===== src/rtl/bus_breakout_pkg.sv =====
// Shared types for the bus breakout pipe: combine operators and buffer states.
// Latency: none (definitions only).
// Backpressure: none (definitions only).
package bus_breakout_pkg;

  // Operator applied between the upper half of in_1 and the lower half of in_2.
  typedef enum logic [1:0] {
    MODE_AND  = 2'd0,
    MODE_OR   = 2'd1,
    MODE_XOR  = 2'd2,
    MODE_PASS = 2'd3
  } mode_e;

  // Occupancy of the two-entry output buffer.
  typedef enum logic [1:0] {
    ST_EMPTY = 2'd0,
    ST_ONE   = 2'd1,
    ST_FULL  = 2'd2
  } state_e;

  // Width of an assembled word for an input bus of width w.
  function automatic int unsigned out_width(input int unsigned w);
    return w + w / 2;
  endfunction

endpackage


===== src/rtl/bus_breakout_fmt.sv =====
// Assembles {in_2 upper half, in_1 upper half <op> in_2 lower half, in_1 lower half}.
// Latency: purely combinational.
// Backpressure: none; the caller decides when the word is captured.
module bus_breakout_fmt
  import bus_breakout_pkg::*;
#(
  parameter int W = 4
) (
  input  logic [W-1:0]       in_1,
  input  logic [W-1:0]       in_2,
  input  mode_e              mode,
  output logic [W+W/2-1:0]   out_word
);

  localparam int H = W / 2;

  logic [H-1:0] field;

  // Select the middle field operator and splice the three fields together.
  always_comb begin
    field = '0;
    unique case (mode)
      MODE_AND:  field = in_1[W-1:H] & in_2[H-1:0];
      MODE_OR:   field = in_1[W-1:H] | in_2[H-1:0];
      MODE_XOR:  field = in_1[W-1:H] ^ in_2[H-1:0];
      MODE_PASS: field = in_1[W-1:H];
      default:   field = '0;
    endcase
    out_word = {in_2[W-1:H], field, in_1[H-1:0]};
  end

endmodule


===== src/rtl/bus_breakout_pipe.sv =====
// Formats two input buses into one wider word and buffers it in a 2-entry FIFO;
// latency 1 cycle from accept (in EMPTY) to out_valid; optional xfer_count under BUS_BREAKOUT_STATS_EN.
// Backpressure: in_ready is registered (low only when FULL); out_1 holds while out_valid && !out_ready.
module bus_breakout_pipe
  import bus_breakout_pkg::*;
#(
  parameter int W     = 4,
  parameter int CNT_W = 16
) (
  input  logic               clk,
  input  logic               rst,
  input  logic [W-1:0]       in_1,
  input  logic [W-1:0]       in_2,
  input  logic [1:0]         mode,
  input  logic               in_valid,
  output logic               in_ready,
  output logic [W+W/2-1:0]   out_1,
  output logic               out_valid,
  input  logic               out_ready
`ifdef BUS_BREAKOUT_STATS_EN
  ,
  output logic [CNT_W-1:0]   xfer_count
`endif
);

  localparam int WO = int'(out_width(W));

  state_e          state_q, state_d;
  logic [WO-1:0]   head_q, head_d;
  logic [WO-1:0]   tail_q, tail_d;
  logic            in_ready_q, in_ready_d;
  logic [WO-1:0]   fmt_word;
  logic            push;
  logic            pop;

  // Words are assembled before buffering so the FIFO holds finished output.
  bus_breakout_fmt #(
    .W (W)
  ) u_fmt (
    .in_1     (in_1),
    .in_2     (in_2),
    .mode     (mode_e'(mode)),
    .out_word (fmt_word)
  );

  assign push      = in_valid && in_ready_q;
  assign pop       = (state_q != ST_EMPTY) && out_ready;
  assign in_ready  = in_ready_q;
  assign out_valid = (state_q != ST_EMPTY);
  assign out_1     = head_q;

  // Next occupancy and entry contents; head is always the word on out_1.
  always_comb begin
    state_d = state_q;
    head_d  = head_q;
    tail_d  = tail_q;
    unique case (state_q)
      ST_EMPTY: begin
        if (push) begin
          state_d = ST_ONE;
          head_d  = fmt_word;
        end
      end
      ST_ONE: begin
        if (push && pop) begin
          head_d = fmt_word;
        end else if (push) begin
          state_d = ST_FULL;
          tail_d  = fmt_word;
        end else if (pop) begin
          state_d = ST_EMPTY;
        end
      end
      ST_FULL: begin
        if (pop) begin
          state_d = ST_ONE;
          head_d  = tail_q;
        end
      end
      default: state_d = ST_EMPTY;
    endcase
    // Registered so the source never sees a path from out_ready.
    in_ready_d = (state_d != ST_FULL);
  end

  // Buffer state and contents; reset clears entries so out_1 reads zero.
  always_ff @(posedge clk) begin
    if (rst) begin
      state_q    <= ST_EMPTY;
      head_q     <= '0;
      tail_q     <= '0;
      in_ready_q <= 1'b0;
    end else begin
      state_q    <= state_d;
      head_q     <= head_d;
      tail_q     <= tail_d;
      in_ready_q <= in_ready_d;
    end
  end

`ifdef BUS_BREAKOUT_STATS_EN
  logic [CNT_W-1:0] cnt_q, cnt_d;

  // Count output transfers, sticking at all-ones instead of wrapping.
  always_comb begin
    cnt_d = cnt_q;
    if (pop && (cnt_q != {CNT_W{1'b1}})) begin
      cnt_d = cnt_q + 1'b1;
    end
  end

  // Transfer counter register.
  always_ff @(posedge clk) begin
    if (rst) begin
      cnt_q <= '0;
    end else begin
      cnt_q <= cnt_d;
    end
  end

  assign xfer_count = cnt_q;
`else
  // Counter width only matters in the statistics build.
  if (CNT_W < 1) begin : g_cnt_w_unused
  end
`endif

endmodule


===== config.mk =====
export PLATFORM = sky130hd
export DESIGN_NAME = bus_breakout_pipe
export DESIGN_NICKNAME = d
export VERILOG_FILES = /design/src/rtl/bus_breakout_pkg.sv /design/src/rtl/bus_breakout_fmt.sv /design/src/rtl/bus_breakout_pipe.sv
export SDC_FILE = /design/constraint.sdc
export NUM_CORES = 1
export LEC_CHECK = 0
export CAP_MARGIN = 10
export CORE_AREA = 2 2 44 46
export DETAILED_ROUTE_END_ITERATION = 10
export DIE_AREA = 0 0 46 48
export GPL_TIMING_DRIVEN = 0
export PLACE_DENSITY_LB_ADDON = 0.05
export SLEW_MARGIN = 20
export SYNTH_ARGS = -nofsm -noshare
export SYNTH_HDL_FRONTEND = slang
export SYNTH_HIERARCHICAL = 1
export SYNTH_SLANG_ARGS = --single-unit

===== constraint.sdc =====
create_clock -name clk -period 2.2 [get_ports clk]
set_input_delay 0.44 -clock clk [delete_from_list [all_inputs] [get_ports clk]]
set_output_delay 0.44 -clock clk [all_outputs]
set_load 0.005 [all_outputs]

==> impl_metrics.csv <==
group,metric,value,unit
timing,worst_hold_slack,0.406,ns
min_path,hold_start,"in_2[3]",
power,ir_drop,0.365,mV
logic_synthesis,syn_area_per_cell,10.1,um^2
floorplan,die_w,46,um
setup_path,cp-end-kind,"register",
grt,track_usage,0.155,
grt,overflow,0,
setup_path,crit_type,"in -> reg",
timing,rsz0062_at_grt,"false",
floorplan,die_h,48,um
setup_path,crit_path_start_kind,"input pin",
floorplan,io_pins,22,
power,p_clk_frac,0.269,
setup_path,critPathArrivalTime,2.06,ns
power,p_int,429,uW
logic_synthesis,syn_area,805,um^2
placement,numPortBuffers,17,
timing,slew_headroom,0.610,
setup_path,r2r-end,"tail_q[3]",
logic_synthesis,ys_ff_latch,15,
logic_synthesis,ys.flop_type,"dfxtp_1",
timing,skew,0.00386,ns
power,pwr-share-seq,0.524,
logic_synthesis,yosysMostFrequentCell,"dfxtp_1",
timing,min_period_over_period,0.858,
logic_synthesis,synth_edf_count,0,
timing,period_needed,1.89,ns
layout,regArea,300,um^2
layout,fin_nets,120,
logic_synthesis,ys_seq_area_frac,0.373,
floorplan,initial_core_util,0.476,
detailed_routing,firstDrtPassIters,2,
clock_network,tritoncts,"yes",
layout,area_delta_synth_final,27.1,%
logic_synthesis,synth_area_leaders,"dfxtp_1 37%, mux2i_1 15%, mux4_1 6.5%",
layout,fill_cells,160,
clock_network,cts_inserted_buffers,3,
floorplan,core,1690,um^2
power,combPwrFrac,0.207,
detailed_routing,vias_per_cell,5.44,
clock_network,h-tree-depth,1,
setup_path,worstPathMaxFanout,3,
floorplan,rows,15,
flow_run,maxCapViolCount,0,
grt,grt_pass1_wl,2.37,mm
clock_network,clk_latency,0.28,ns
detailed_routing,ant_nets,0,
clock_network,clk_path_buf_depth,2,
setup_path,r2r_slack,0.70,ns
clock_network,cts_sinks,15,
grt,antenna_found_initial,0,
detailed_routing,wl_per_cell,11.9,um
layout,multiInputGateArea,438,um^2
outcome,status,"completed",
logic_synthesis,async_flop_share,0,
placement,gp_congestion,0.739,
clock_network,cts.root.buffer_cell,"clkbuf_4",
floorplan,dieArea,2210,um^2
layout,drive_above_1_share,0.119,
detailed_routing,drc,0,
logic_synthesis,synth_top_area_frac,0.373,
grt,grt_pass1_vias,534,
layout,final_util,0.605,
timing,hold_viol,0,
grt,grt_max_degree,11,
timing,slew_violations,0,
clock_network,hold_buffers,0,
logic_synthesis,synth_cell_types,22,
placement,place_hpwl,1.13,mm
setup_path,worstReg2RegStart,"in_ready",
timing,worst_pin_slew,0.582,ns
power,power.switching,138,uW
power,p_total,566,uW
layout,n_antenna_cell,0,
detailed_routing,wl,1.40,mm
logic_synthesis,synth_cells,80,
power,power.density,554,nW/um^2
detailed_routing,drt_iter0_drc,2,
setup_path,worst_ep_required_time,2.37,ns
logic_synthesis,yosys.area.top_type,"dfxtp_1",
logic_synthesis,syn_nets,98,
timing,fmax,530,MHz
logic_synthesis,synth_common_cells,"15 x dfxtp_1, 13 x nor2_1, 12 x mux2i_1",
clock_network,clk_pin_slew_worst_paths,0.08,ns
power,power.leakage,0.000440,uW
clock_network,cts_resized,0,
detailed_routing,vias,642,
min_path,whs_endpoint,"tail_q[5]",
min_path,hold_depth,3,
clock_network,post_cts.repair.setup_buffers,0,
power,swShare,0.243,
logic_synthesis,yosysWarnings,6,
setup_path,rr_worst_depth,4,
timing,setup_viol,0,
min_path,min_path_type,"in -> reg",
## power by group through the flow
stage / logic, uW / registers, uW / clock network (uW)
final: 117 / 297 / 152
after global routing: 132 / 298 / 171
after CTS: 119 / 297 / 162
after detailed placement: 119 / 303 / 0
after global placement: 116 / 303 / 0
after floorplan: 58.5 / 303 / 0
## routing by layer
layer / track usage / routed length [um] / vias to the layer above
li1: - / - / 324
met1: 0.190 / 637 / 300
met2: 0.242 / 680 / 14
met3: 0.0604 / 63 / 4
met4: 0.0686 / 21 / 0
met5: 0 / 0 / -
## worst max-delay path: stages
cell and delay [ns]:
clkdlybuf4s50_1 0.50, inv_1 0.05, ha_1 0.28, mux4_1 0.52, mux2i_1 0.18, a211oi_1 0.09
## kinds of logic (layout without fill, tap and decap cells)
kind of cell / count (synthesis) / after routing / share of synthesized area
and+or+nand+nor: 25 / 25 / 0.188
DFF: 15 / 15 / 0.373
muxes: 14 / 14 / 0.215
buffers and inverters: 13 / 34 / 0.0824
AOI/OAI and AO/OA: 9 / 9 / 0.0793
adders and majority gates: 4 / 4 / 0.0622
## sequential cells by signal, indices dropped and copies added, names as in the netlist
signal / flops
out_1: 6
tail_q: 6
state_q: 2
in_ready: 1
## through the flow
step	setup WS, ns	TNS (ns)	area, um^2	cells
final	0.313	0	1020	118
after global routing	0.222	0	1020	118
after CTS	0.292	0	1020	118
after detailed placement	-0.0122	-0.0122	996	114
after global placement	0.0260	0	996	114
after floorplan	0.638	0	805	80
## how the worst max path moves through the flow
stage               cells after the start     from         to  slack (ns)
floorplan                               5  in_1[2]   out_1[2]        0.64
global placement                        6  in_1[3]   out_1[3]        0.03
detailed placement                      6  in_1[2]   out_1[2]       -0.01
CTS                                     6  in_1[2]   out_1[2]        0.29
global route                            6  in_1[3]  tail_q[3]        0.22
finish                                  6  in_1[3]   out_1[3]        0.31
## cell type report
cell class,instances,area share
Clock buffer,4,0.0257
Timing Repair Buffer,17,0.166
Buffer,7,0.0428
Tap cell,17,0.0208
Inverter,6,0.0220
Multi-Input combinational cell,52,0.428
Sequential cell,15,0.294
## placed cells by master, fill, tap and decap left out, drive strengths merged
| master | netlist | routed |
|---|---|---|
| nand3 | 2 | 2 |
| nor4b | 1 | 1 |
| nand4b | 2 | 2 |
| clkbuf | 1 | 5 |
| inv | 6 | 6 |
| nor2b | 1 | 1 |
| nand2b | 1 | 1 |
| nand3b | 2 | 2 |
| dfxtp | 15 | 15 |
| a21oi | 1 | 1 |
| a31oi | 1 | 1 |
| nor2 | 13 | 13 |
| a21o | 1 | 1 |
| or2 | 1 | 1 |
| buf | 6 | 6 |
| a211oi | 6 | 6 |
| nand4bb | 1 | 1 |
| ha | 4 | 4 |
| mux2i | 12 | 12 |
| clkdlybuf4s50 | 0 | 17 |
| mux4 | 2 | 2 |
| nand2 | 1 | 1 |
(Power assumes the default switching activity.)
